===== config.mk =====
export PLATFORM = sky130hd
export DESIGN_NAME = capture_sequencer
export DESIGN_NICKNAME = d
export VERILOG_FILES = /design/src/rtl/capture_sequencer.sv
export SDC_FILE = /design/constraint.sdc
export NUM_CORES = 1
export LEC_CHECK = 0
export CAP_MARGIN = 20
export CORE_ASPECT_RATIO = 0.6
export CORE_MARGIN = 4
export CORE_UTILIZATION = 38
export DETAILED_ROUTE_END_ITERATION = 10
export PLACE_DENSITY_LB_ADDON = 0.2
export REMOVE_ABC_BUFFERS = 1
export SLEW_MARGIN = 20
export SYNTH_ARGS = -nofsm -noshare
export SYNTH_HDL_FRONTEND = slang
export SYNTH_SLANG_ARGS = --single-unit

===== constraint.sdc =====
create_clock -name clk -period 2.65 [get_ports clk]
set_input_delay 0.265 -clock clk [delete_from_list [all_inputs] [get_ports clk]]
set_output_delay 0.265 -clock clk [all_outputs]
set_load 0.05 [all_outputs]

===== src/rtl/capture_sequencer.sv =====
// capture_sequencer: burst ADC capture into a small buffer, drained
// oldest-first to the serial TX, followed by a hold-off before re-arm.
// Ports: clk, rst (async, active-low); start, auto_rearm, burst_len arm;
// adc_valid, adc_sample capture; tx_busy, tx_start, tx_data TX handshake;
// busy, done, tx_err, sample_cnt status.
module capture_sequencer #(
  parameter int DEPTH          = 16,
  parameter int HOLDOFF_CYCLES = 500000,
  parameter int ACK_TIMEOUT    = 16
) (
  input  logic        clk,
  input  logic        rst,
  input  logic        start,
  input  logic        auto_rearm,
  input  logic [4:0]  burst_len,
  input  logic        adc_valid,
  input  logic [11:0] adc_sample,
  input  logic        tx_busy,
  output logic        tx_start,
  output logic [11:0] tx_data,
  output logic        busy,
  output logic        done,
  output logic        tx_err,
  output logic [4:0]  sample_cnt
);

  localparam int AW = $clog2(DEPTH);
  localparam int HW = $clog2(HOLDOFF_CYCLES + 1);
  localparam int TW = $clog2(ACK_TIMEOUT + 1);
  localparam logic [4:0] MAXLEN = 5'(DEPTH);

  typedef enum logic [2:0] {
    S_IDLE,
    S_CAPTURE,
    S_ISSUE,
    S_WAIT_RISE,
    S_WAIT_FALL,
    S_HOLDOFF
  } state_t;

  state_t        r_state, w_state_nxt;
  logic [4:0]    r_len, r_cnt, r_sent, w_len;
  logic [AW-1:0] r_wr, r_rd;
  logic [11:0]   r_buf [DEPTH];
  logic [11:0]   r_tx_data;
  logic          r_tx_start, r_done, r_err;
  logic [TW-1:0] r_to;
  logic [HW-1:0] r_hold;
  logic          w_arm, w_wr, w_issue, w_to, w_word, w_fin;
  logic          w_hold_tc, w_to_tc;

  assign w_hold_tc = (r_hold == HW'(HOLDOFF_CYCLES - 1));
  assign w_to_tc   = (r_to == TW'(ACK_TIMEOUT - 1));

  // 0 means a single sample; anything past the buffer saturates
  always_comb begin
    w_len = burst_len;
    if (burst_len == 5'd0)
      w_len = 5'd1;
    else if (burst_len > MAXLEN)
      w_len = MAXLEN;
  end

  always_ff @(posedge clk or negedge rst) begin
    if (!rst)
      r_state <= S_IDLE;
    else
      r_state <= w_state_nxt;
  end

  always_comb begin
    w_state_nxt = r_state;
    w_arm       = 1'b0;
    w_wr        = 1'b0;
    w_issue     = 1'b0;
    w_to        = 1'b0;
    w_word      = 1'b0;
    w_fin       = 1'b0;
    unique case (r_state)
      S_IDLE: begin
        if (start) begin
          w_arm       = 1'b1;
          w_state_nxt = S_CAPTURE;
        end
      end
      S_CAPTURE: begin
        if (adc_valid) begin
          w_wr = 1'b1;
          if (r_cnt + 5'd1 == r_len)
            w_state_nxt = S_ISSUE;
        end
      end
      S_ISSUE: begin
        if (!tx_busy) begin
          w_issue     = 1'b1;
          w_state_nxt = S_WAIT_RISE;
        end
      end
      S_WAIT_RISE: begin
        if (tx_busy)
          w_state_nxt = S_WAIT_FALL;
        else if (w_to_tc) begin
          // no ack from TX: flag it, count the word as sent
          w_to   = 1'b1;
          w_word = 1'b1;
        end
      end
      S_WAIT_FALL: begin
        if (!tx_busy)
          w_word = 1'b1;
      end
      S_HOLDOFF: begin
        if (w_hold_tc) begin
          if (auto_rearm) begin
            w_arm       = 1'b1;
            w_state_nxt = S_CAPTURE;
          end else begin
            w_state_nxt = S_IDLE;
          end
        end
      end
      default: w_state_nxt = S_IDLE;
    endcase
    if (w_word) begin
      if (r_sent < r_len)
        w_state_nxt = S_ISSUE;
      else begin
        w_fin       = 1'b1;
        w_state_nxt = S_HOLDOFF;
      end
    end
  end

  always_ff @(posedge clk or negedge rst) begin
    if (!rst) begin
      r_len      <= 5'd1;
      r_cnt      <= '0;
      r_sent     <= '0;
      r_wr       <= '0;
      r_rd       <= '0;
      r_tx_data  <= '0;
      r_tx_start <= 1'b0;
      r_done     <= 1'b0;
      r_err      <= 1'b0;
      r_to       <= '0;
      r_hold     <= '0;
    end else begin
      r_tx_start <= w_issue;
      r_done     <= w_fin;
      if (w_arm) begin
        r_len  <= w_len;
        r_cnt  <= '0;
        r_sent <= '0;
        r_wr   <= '0;
        r_rd   <= '0;
        r_err  <= 1'b0;
      end
      if (w_wr) begin
        r_wr  <= r_wr + AW'(1);
        r_cnt <= r_cnt + 5'd1;
      end
      if (w_issue) begin
        r_tx_data <= r_buf[r_rd];
        r_rd      <= r_rd + AW'(1);
        r_sent    <= r_sent + 5'd1;
        r_to      <= '0;
      end else if (r_state == S_WAIT_RISE && !tx_busy) begin
        r_to <= r_to + TW'(1);
      end
      if (w_to)
        r_err <= 1'b1;
      if (r_state == S_HOLDOFF && !w_hold_tc)
        r_hold <= r_hold + HW'(1);
      else
        r_hold <= '0;
    end
  end

  // sample storage carries no reset value
  always_ff @(posedge clk) begin
    if (w_wr)
      r_buf[r_wr] <= adc_sample;
  end

  assign tx_start   = r_tx_start;
  assign tx_data    = r_tx_data;
  assign busy       = (r_state != S_IDLE);
  assign done       = r_done;
  assign tx_err     = r_err;
  assign sample_cnt = r_cnt;

endmodule


Yosys cells after proc, flatten, opt, wreduce, memory -nomap -nowiden
Memories as Yosys holds them, arrays and structs flattened. A register that Yosys moved wholly into a read port is not among the register bits.
Cells that the tools add are included.
{"block": "word_totals", "reg_bits": 53, "ramBits": 192, "in_bits": 23, "out_inout_bits": 21, "wordCells": 87, "memories": 1}
{"name": "r_buf", "words": 16, "word_bits": 12, "read_ports": 1, "rd_ports_with_merged_regs": 1, "write_ports": 1, "line_no": "44", "source": "logic [11:0] r_buf [DEPTH];"}
{"block": "op_classes", "n_addsub": 6, "order_cmp": 2, "eq_ne": 15, "n_mux": 39, "n_reduce_logical": 13}
{"op": "two-way mux 5 bit", "n": 7}
{"op": "two-way mux 3 bit", "n": 8}
{"op": "adder 19 x 1 -> 19 bit, second input constant", "n": 1}
{"op": "== test 19 bit, second input constant", "n": 1}
{"op": "two-way mux 19 bit", "n": 1}
{"op": "!= test 3 bit, second input constant", "n": 6}
{"op": "case mux 3 bit (6 select lines)", "n": 1}
{"op": "two-way mux 1 bit", "n": 17}
{"op": "adder 5 x 1 -> 5 bit, second input constant", "n": 3}
{"op": "two-way mux 4 bit", "n": 3}
{"op": "adder 4 x 1 -> 4 bit, second input constant", "n": 2}
{"op": "nonzero test 2 bit", "n": 4}
{"op": "AND reduction 7 bit", "n": 1}
{"op": "== test 3 x 2 -> 1 bit, second input constant", "n": 2}
{"op": "== test 3 bit, second input constant", "n": 2}
{"op": "== test 5 x 4 -> 1 bit, second input constant", "n": 1}
{"op": "== test 5 bit", "n": 1}
{"op": "greater-than comparator 5 bit, second input constant", "n": 1}
{"op": "logical NOT 5 bit", "n": 1}
{"op": "less-than comparator 5 bit", "n": 1}
{"op": "case mux 1 bit (2 select lines)", "n": 2}
{"op": "== test 3 x 1 -> 1 bit, second input constant", "n": 1}
{"op": "logical NOT 1 bit", "n": 3}
{"op": "logical NOT 3 bit", "n": 1}
{"op": "other kinds (3)", "n": 4}

Logic depth before layout (Yosys ltp)
Gate-level depths: netlist (run 1).
{"block": "depth", "word_depth": 6, "depth_mapped": 8, "depth_no_buf": 7}

Worst setup path after synthesis (run 1)
No wires, ideal clock.
{"block": "synth_path", "kind": "reg-to-reg", "startpoint": "register r_state[2]", "endpoint": "memory r_buf[0][0], enable pin", "setup_time_ps": 412, "arrival_time_ps": 2355, "required_time_ps": 2238, "slack_ps": -117, "path_stages_with_launch": 6, "n_path_buf": 2, "synth_period_minus_slack_ps": 2767, "path_cell_list": "dfrtp_1 -> clkbuf_1 -> nor2_1 -> nand3_1 -> clkbuf_1 -> nor4_1"}
{"block": "synth_between", "elab_chain_len": 4}
{"element": "start: declaration", "line_no": "41", "source": "state_t r_state, w_state_nxt;"}
{"element": "start signal: assignment", "line_no": "68", "source": "r_state <= w_state_nxt;"}
{"element": "== test 3 x 1 -> 1 bit", "line_no": "79", "source": "unique case (r_state)"}
{"element": "two-way mux 1 bit", "line_no": "79"}
{"element": "two-way mux 1 bit", "line_no": "181", "source": "if (w_wr)"}
{"element": "two-way mux 1 bit (not written as such)", "line_no": "182", "source": "r_buf[r_wr] <= adc_sample;"}
{"element": "end: declaration", "line_no": "44"}
No other way between the ends.

Final worst setup path (run 1)
{"block": "layout_path", "startpoint": "register r_state[0]", "endpoint": "output port busy"}
{"block": "layout_between", "elab_chain_len": 1}
{"element": "nonzero test 3 bit", "line_no": "187", "source": "assign busy = (r_state != S_IDLE);"}
{"element": "end: declaration", "line_no": "21", "source": "output logic busy,"}
No other way between the ends.

==> results.yml, run 1 <==
run_status:
  status: "finished, final reports clean"
route:
  ant_nets: 0
  dr.pass1.iters: 5
  drtIter0Drc: 551
  drt_wl_total_um: 24200
  vias_per_cell: 5.40
  vias: 5916
  drc: 0
  routedWlPerCell_um: 22.1
worst_setup_path:
  path_max_fanout: 16
  cp_data_arrival_time_ns: 2.18
  path_class: "reg2out"
  crit_required_ns: 2.38
  crit_path_end_kind: "primary output"
  startpoint_type: "register"
  r2r_end: "r_state[2]$_DFFE_PN0P_"
  r2r_cells: 5
  r2r_start: "r_state[0]$_DFFE_PN0P_"
  regToRegSetupSlack_ns: 0.36
place:
  placed_cell_area_sq_um: 11800
  gp_congestion: 0.810
  dp_hpwl_um: 14900
  portBuffers: 43
  numPlacedInstances: 1049
global_route:
  grt_start_max_net_pins: 66
  track_usage_pct: 15.6
  grt_pass1_wl_um: 37000
  gr-total-overflow: 0
  grt_pass1_vias: 5862
  antenna_found_initial: 0
die:
  die-area_sq_um: 31300
  start_util_pct: 38.9
  fp.dieH_um: 139
  die_w_um: 226
  coreArea_sq_um: 27800
  io_pins: 44
  rows: 47
sta:
  period_share_pct: 92.3
  hold_violations: 0
  fmax_ghz: 0.409
  setup_viol: 0
  rsz0062_at_grt: "no"
  tns_ns: 0
  worst_pin_slew_ns: 0.910
  max_slew_margin_pct: 39.3
  fin_skew_ns: 0.0153
  fin_crit_ns: 2.45
  hold_slack_ns: 0.357
  maxSlewViolCount: 0
finish:
  fin_nets: 747
  final_cell_count_no_fill: 1096
  fin_area_sq_um: 12600
  antenna_cells: 0
  drive_gt1_share_pct: 16.6
  syn_to_final_growth_pct: 16.3
yosys:
  synthCells: 640
  async_flop_share_pct: 25.3
  ys_seq_area_share_pct: 68.4
  synth.top_cells.by_area: "edfxtp_1 53%, dfrtp_1 15%, mux4_2 7.7%, mux4_1 5.6%, nand2_1 2.1%"
  synth_area_sq_um: 10800
  synth_enable_flop_cells: 192
  ys.flop_type: "edfxtp_1"
  postSynthAreaPerCell_sq_um: 16.9
  synth_top_cell_area_share_pct: 53.3
  synth.distinct_cells: 54
  synth_largest_area_cell: "edfxtp_1"
  yosysWarnings: 0
  ys_ff_latch: 257
clocking:
  cts.sinks: 257
  path_clk_slew_ns: 0.07
  numCtsBuffers: 25
  cts_tree: "built"
  postCtsSetupBuffers: 0
  insertion_delay_ns: 0.54
  h-tree-depth: 1
  cts-root-buf: "clkbuf_16"
  ctsLongestPathBuffers: 3
power:
  ir_drop_v: 0.000464
  powerDensity_nw_per_um2: 919
  cellLeakagePower_uw: 0.00439
min_path:
  min_to: "r_len[2]$_DFFE_PN0P_"
  min_delay_path_depth: 3
  hp-class: "in2reg"
  hp-start: "burst_len[2]"
flow_run:
  cap_violations: 0
## final cells by class
class | count | area [sq um]
fill | 2382 | 15200
sequential | 257 | 7400
multi-input combinational | 331 | 3150
timing repair buffer | 75 | 696
clock buffer | 28 | 637
tap | 367 | 459
clock inverter | 18 | 150
inverter | 20 | 75.1
## per-stage QoR
stage	utilization [%]	setup slack (ns)	power, uW
floorplan	-	-0.526	7110
global placement	42.3	0.512	8130
detailed placement	42.3	0.366	8200
CTS	45.2	0.0700	11700
global route	45.2	0.135	12100
finish	45.2	0.205	11600
## what timing repair did
| action | CTS | global route |
|---|---|---|
| endpoints found under the hold margin | 64 | 0 |
| resized for setup | 0 | 1 |
| endpoints found under the setup margin | 0 | 1 |
| hold buffers | 1 | 0 |
## routing by layer
layer | global-route usage (%) | part of all wire, % | up-vias
li1 | - | - | 2612
met4 | 2.80 | 1.7 | 0
met3 | 3.13 | 6.2 | 30
met2 | 22.3 | 43 | 183
met1 | 24.9 | 49 | 3091
met5 | 0 | 0 | -
## cells by family after synthesis
group,Yosys count,synth area share (%)
xor gates and xnor gates,33,2.67
DFF,257,68.4
AOI/OAI and AO/OA,42,2.60
buffers and inverters,52,2.71
adders and majority gates,14,1.62
and+or+nand+nor,171,7.65
muxes,71,14.4
## cell usage in the layout (no fill, tap or decap), types with 6 or more instances in the layout
cell type	n
nand3_1	17
dfrtp_1	62
buf_4	30
nor2_1	41
and3_1	11
inv_1	19
clkinv_1	7
mux4_2	37
a21oi_1	7
o21ai_0	8
xor2_1	14
nand2b_1	6
mux4_1	23
clkbuf_16	25
ha_1	14
xnor2_1	19
nand2_1	60
mux2i_1	8
clkdlybuf4s50_1	42
edfxtp_1	192
## how the worst max path moves through the flow
stage                            from                endpoint  slack, ns  cells after the start
2_1_floorplan     r_rd[0]$_DFFE_PN0P_  tx_data[0]$_DFFE_PN0P_      -0.53                      4
3_3_place_gp                  tx_busy  r_state[2]$_DFFE_PN0P_       0.51                      6
3_5_place_dp                  tx_busy  r_state[2]$_DFFE_PN0P_       0.37                      6
4_1_cts        r_state[0]$_DFFE_PN0P_                    busy       0.07                      3
5_1_grt        r_state[0]$_DFFE_PN0P_                    busy       0.13                      3
6_report       r_state[0]$_DFFE_PN0P_                    busy       0.20                      3
## synth_stat cells, drive strengths merged, types with 3 or more instances
library cell  count
edfxtp          192
dfrtp            64
mux4             60
nand2            60
nor2             41
buf              22
inv              20
xnor2            19
nand3            17
ha               14
xor2             14
and3             11
clkbuf            9
mux2i             8
o21ai             8
a21oi             7
and2              6
nand2b            6
nor3              6
nor4              5
o22ai             5
a31oi             4
nand4             4
o21a              4
a211oi            3
mux2              3
nor2b             3
nor3b             3
## worst max-delay path: stages (launching register included)
cell and delay (ns):
dfrtp_1 0.66, nor3_2 0.12, inv_1 0.07, clkdlybuf4s50_1 0.80
## registers in the layout, summed over array words and instances, names as in the netlist, 3 cells and up
| register | cells |
|---|---|
| r_buf | 192 |
| r_hold | 19 |
| r_len | 5 |
| r_rd | 4 |
| r_sent | 5 |
| r_state | 3 |
| r_to | 5 |
| r_wr | 4 |
| sample_cnt | 5 |
| tx_data | 12 |
## report_power, final
part           internal (uW)  switching [uW]  leakage [uW]  total [uW]
Clock                   1930            1510      0.000372        3440
Combinational           1270            1690       0.00142        2970
Sequential              4810             341       0.00260        5150
Total                   8010            3540       0.00439       11600
Power figures use the tool's default switching activity.
==> inputs of run 2 (changes only) <==
Settings changed: CORE_UTILIZATION 38 to 25.
==> results.yml, run 2 (synthesis results as in run 1) <==
worst_setup_path:
  cp_data_arrival_time_ns: 2.20
  startpoint_type: "register"
  cp_slowest_cell: "clkdlybuf4s50_1"
  path_class: "reg2out"
  crit_required_ns: 2.38
  crit_chain: "nor3_2 > inv_1 > clkdlybuf4s50_1"
  path_buf_inv: 2
  path_max_fanout: 13
  critical_path.max_stage_delay_ns: 0.71
  crit_path_end_kind: "primary output"
  cpLargestDelayFamily: "buffers and inverters"
place:
  dp_hpwl_um: 15500
  placed_cell_area_sq_um: 12100
  portBuffers: 43
  numPlacedInstances: 1259
  dp_slack_ns: 0.351
  gp_congestion: 0.715
power:
  ir_drop_v: 0.000413
  powerDensity_nw_per_um2: 915
  cellLeakagePower_uw: 0.00448
sta:
  hold_slack_ns: 0.303
  fmax_ghz: 0.406
  max_slew_margin_pct: 52.5
  maxSlewViolCount: 0
  finalWorstSetupSlack_ns: 0.189
  setup_viol: 0
  fin_crit_ns: 2.46
  worst_pin_slew_ns: 0.713
  period_share_pct: 92.9
  tns_ns: 0
  rsz0062_at_grt: "no"
  fin_skew_ns: 0.0132
  hold_violations: 0
route:
  dr.pass1.iters: 5
  vias_per_cell: 4.35
  drt_wl_total_um: 25400
  drtIter0Drc: 412
  ant_nets: 0
  drc: 0
  vias: 5696
  routedWlPerCell_um: 19.4
die:
  die_w_um: 276
  io_pins: 44
  fp.dieH_um: 169
  rows: 58
  start_util_pct: 25.6
  coreArea_sq_um: 42300
  die-area_sq_um: 46700
finish:
  fin_area_sq_um: 13000
  largest_reg_flops: 192
  mostFrequentLayoutCell: "edfxtp_1"
  largest-register: "r_buf"
  fin_nets: 755
  final_cell_count_no_fill: 1308
  final_cell_mix: "192 x edfxtp_1, 62 x dfrtp_1, 60 x nand2_1"
  drive_gt1_share_pct: 17.6
  antenna_cells: 0
  syn_to_final_growth_pct: 20.4
clocking:
  h-tree-depth: 1
  cts_tree: "built"
  ctsLongestPathBuffers: 3
  path_clk_slew_ns: 0.06
  numCtsBuffers: 26
  postCtsSetupBuffers: 0
  cts.sinks: 257
  insertion_delay_ns: 0.54
  cts-root-buf: "clkbuf_16"
global_route:
  grt_pass1_vias: 5916
  gr-total-overflow: 0
  grt_start_max_net_pins: 51
  track_usage_pct: 10.9
  antenna_found_initial: 0
  grt_pass1_wl_um: 38700
flow_run:
  cap_violations: 0
min_path:
  hp-class: "in2async"
run_status:
  status: "finished, final reports clean"
[run 2: layout make-up]
class / instances / area [sq um]
fill: 4120 / 29300
sequential: 257 / 7400
multi-input combinational: 331 / 3150
timing repair buffer: 82 / 798
tap: 570 / 713
clock buffer: 34 / 702
clock inverter: 14 / 174
inverter: 20 / 75.1
[run 2: path summary, 6_finish.rpt]
path,startpoint,to,slack (ns),depth (start not counted)
worst max-delay path,r_state[2]$_DFFE_PN0P_,busy,0.19,3
worst min-delay path,rst,tx_data[10]$_DFFE_PN0P_,0.30,2
worst max register to register,r_hold[0]$_DFF_PN0_,r_len[4]$_DFFE_PN0P_,0.39,6
worst min register to register,tx_data[11]$_DFFE_PN0P_,tx_data[11]$_DFFE_PN0P_,0.47,2
max in group asynchronous,rst,r_sent[4]$_DFFE_PN0P_,1.68,3
min in group clk,burst_len[2],r_len[2]$_DFFE_PN0P_,0.35,3
[run 2: routing by layer]
layer / GRT usage [%] / vias to the layer above / wire length, um
li1: - / 2627 / -
met1: 16.0 / 2921 / 12700
met2: 16.7 / 118 / 11000
met3: 2.27 / 30 / 1320
met4: 2.18 / 0 / 469
met5: 0 / - / 0
[run 2: what timing repair did]
action                                  4_1_cts  5_1_grt
hold buffers                                  1        0
endpoints found under the hold margin        47        0
endpoints found under the setup margin        0        1
gates resized for setup                       0        1
[run 2: where the power goes]
| part | total [uW] | switching (uW) | leakage (uW) | internal [uW] |
|---|---|---|---|---|
| Combinational | 2950 | 1660 | 0.00147 | 1290 |
| Sequential | 5150 | 339 | 0.00260 | 4810 |
| Clock | 3800 | 1550 | 0.000418 | 2260 |
[run 2: worst reg2reg max path: cells and delay by family (launching register included)]
family	cells	cell delay, ns
AND/OR/NAND/NOR	3	0.75
AO/OA/AOI/OAI	1	0.40
multiplexers	1	0.38
adder cells (fa/ha/maj)	1	0.22
flip-flops	1	0.39
[run 2: through the flow]
stage | power, uW | util, %
floorplan | 7110 | -
global placement | 8230 | 28.7
detailed placement | 8220 | 28.7
CTS | 12100 | 30.7
global route | 12500 | 30.8
finish | 11900 | 30.8
==> inputs of run 3 (changes only) <==
Settings changed: PLACE_DENSITY set to 0.42, PLACE_DENSITY_LB_ADDON 0.2 to not set.
Clock period 2.65 ns to 2.9 ns, I/O delays scaled along.
==> results.yml, run 3 (synthesis results as in run 1) <==
finish:
  syn_to_final_growth_pct: 19.2
  largest_reg_flops: 192
  fin_nets: 744
  largest-register: "r_buf"
  final_cell_mix: "192 x edfxtp_1, 62 x dfrtp_1, 60 x nand2_1"
  final_cell_count_no_fill: 1298
  mostFrequentLayoutCell: "edfxtp_1"
  drive_gt1_share_pct: 16.3
  antenna_cells: 0
  nFillCells: 4106
power:
  p_sw_share_pct: 30.1
  power_uw: 10800
  ir_drop_v: 0.000442
  clock_power_share_pct: 31.7
  powerDensity_nw_per_um2: 838
  p_seq_share_pct: 43.6
  cellLeakagePower_uw: 0.00442
  intPower_uw: 7560
  power_frac_comb_pct: 24.8
  switchingPower_uw: 3250
worst_setup_path:
  cpLargestDelayFamily: "buffers and inverters"
  path_buf_inv: 2
  cp_slowest_cell: "clkdlybuf4s50_1"
  crit_path_end: "busy"
  crit_path_end_kind: "primary output"
  path_class: "reg2out"
  regToRegSetupSlack_ns: 0.61
  cp_data_arrival_time_ns: 2.33
  critical_path.max_stage_delay_ns: 0.72
  r2r_end: "r_len[1]$_DFFE_PN0P_"
  path_max_fanout: 16
  crit_required_ns: 2.61
  path_depth: 3
  r2r_cells: 7
  crit_start: "r_state[0]$_DFFE_PN0P_"
  startpoint_type: "register"
  r2r_start: "r_hold[0]$_DFF_PN0_"
  crit_chain: "nor3_1 > inv_1 > clkdlybuf4s50_1"
route:
  vias_per_cell: 4.55
  vias: 5903
  drc: 0
  routedWlPerCell_um: 20.0
  ant_nets: 0
  drtIter0Drc: 491
  drt_wl_total_um: 25900
  dr.pass1.iters: 6
sta:
  worst_pin_slew_ns: 0.965
  hold_violations: 0
  fin_crit_ns: 2.62
  setup_viol: 0
  rsz0062_at_grt: "no"
  period_share_pct: 90.3
  max_slew_margin_pct: 35.7
  tns_ns: 0
  maxSlewViolCount: 0
  fin_skew_ns: 0.0134
  fmax_ghz: 0.382
clocking:
  cts.sinks: 257
  postCtsSetupBuffers: 0
  path_clk_slew_ns: 0.06
  cts-root-buf: "clkbuf_16"
  insertion_delay_ns: 0.54
  numCtsBuffers: 27
  cts_hold_buf: 1
  cts_tree: "built"
  cts_resized: 0
  ctsLongestPathBuffers: 3
  h-tree-depth: 1
global_route:
  antenna_found_initial: 0
  grt_pass1_wl_um: 39500
  grt_pass1_vias: 6220
  track_usage_pct: 11.1
  gr-total-overflow: 0
  grt_start_max_net_pins: 66
die:
  start_util_pct: 25.6
  die_w_um: 276
  io_pins: 44
  coreArea_sq_um: 42300
  fp.dieH_um: 169
  rows: 58
  die-area_sq_um: 46700
min_path:
  hp-start: "burst_len[3]"
  hp-class: "in2reg"
place:
  numPlacedInstances: 1247
  portBuffers: 43
  dp_hpwl_um: 15700
  gp_congestion: 0.774
flow_run:
  cap_violations: 0
run_status:
  status: "finished, final reports clean"
[run 3: worst min path at each step]
stage                        endpoint  slack (ns)  cells after the start
2_1_floorplan          done$_DFF_PN0_      -0.006                      0
6_report         r_len[3]$_DFFE_PN0P_        0.38                      3
4_1_cts          r_len[3]$_DFFE_PN0P_        0.35                      3
3_5_place_dp   tx_data[0]$_DFFE_PN0P_        0.46                      2
3_3_place_gp   tx_data[4]$_DFFE_PN0P_        0.46                      2
5_1_grt          r_len[1]$_DFFE_PN0P_        0.38                      3
[run 3: stage by stage]
stage	hold slack (ns)	instance area, sq um	setup slack (ns)	utilization (%)
2_1_floorplan	-0.00559	10600	-0.276	-
3_3_place_gp	0.463	12000	0.703	28.3
3_5_place_dp	0.463	12000	0.624	28.3
4_1_cts	0.348	12900	0.231	30.5
5_1_grt	0.382	12900	0.0864	30.5
6_report	0.377	12900	0.283	30.5
[run 3: worst reg2reg max path: stages, from the launching register on]
cell,delay [ns]
dfrtp_1,0.39
ha_1,0.22
and4_1,0.30
nand4_1,0.17
nor3_4,0.25
a22o_1,0.43
buf_4,0.24
mux2i_1,0.20
[run 3: power groups by stage]
stage | clock (uW) | sequential [uW] | combinational (uW)
2_1_floorplan | 0 | 5170 | 1330
3_3_place_gp | 0 | 4760 | 2660
3_5_place_dp | 0 | 4780 | 2710
4_1_cts | 3530 | 4710 | 2720
5_1_grt | 3710 | 4760 | 2900
6_report | 3420 | 4710 | 2680
[run 3: routing by layer]
layer	part of all wire, %	up-vias	routed length [um]	global-route usage, %
met3	4.7	44	1230	2.11
met2	46	161	11900	17.9
met1	47	3092	12300	15.5
li1	-	2606	-	-
met5	0	-	0	0
met4	2.0	0	506	2.47
[run 3: area by class of cell]
class	count	area [sq um]	share of cell area, %
Sequential cell	257	7400	57.4
Tap cell	570	713	5.54
Inverter	20	75.1	0.583
Clock buffer	41	778	6.04
Clock inverter	9	103	0.796
Timing Repair Buffer	70	671	5.20
Multi-Input combinational cell	331	3150	24.4
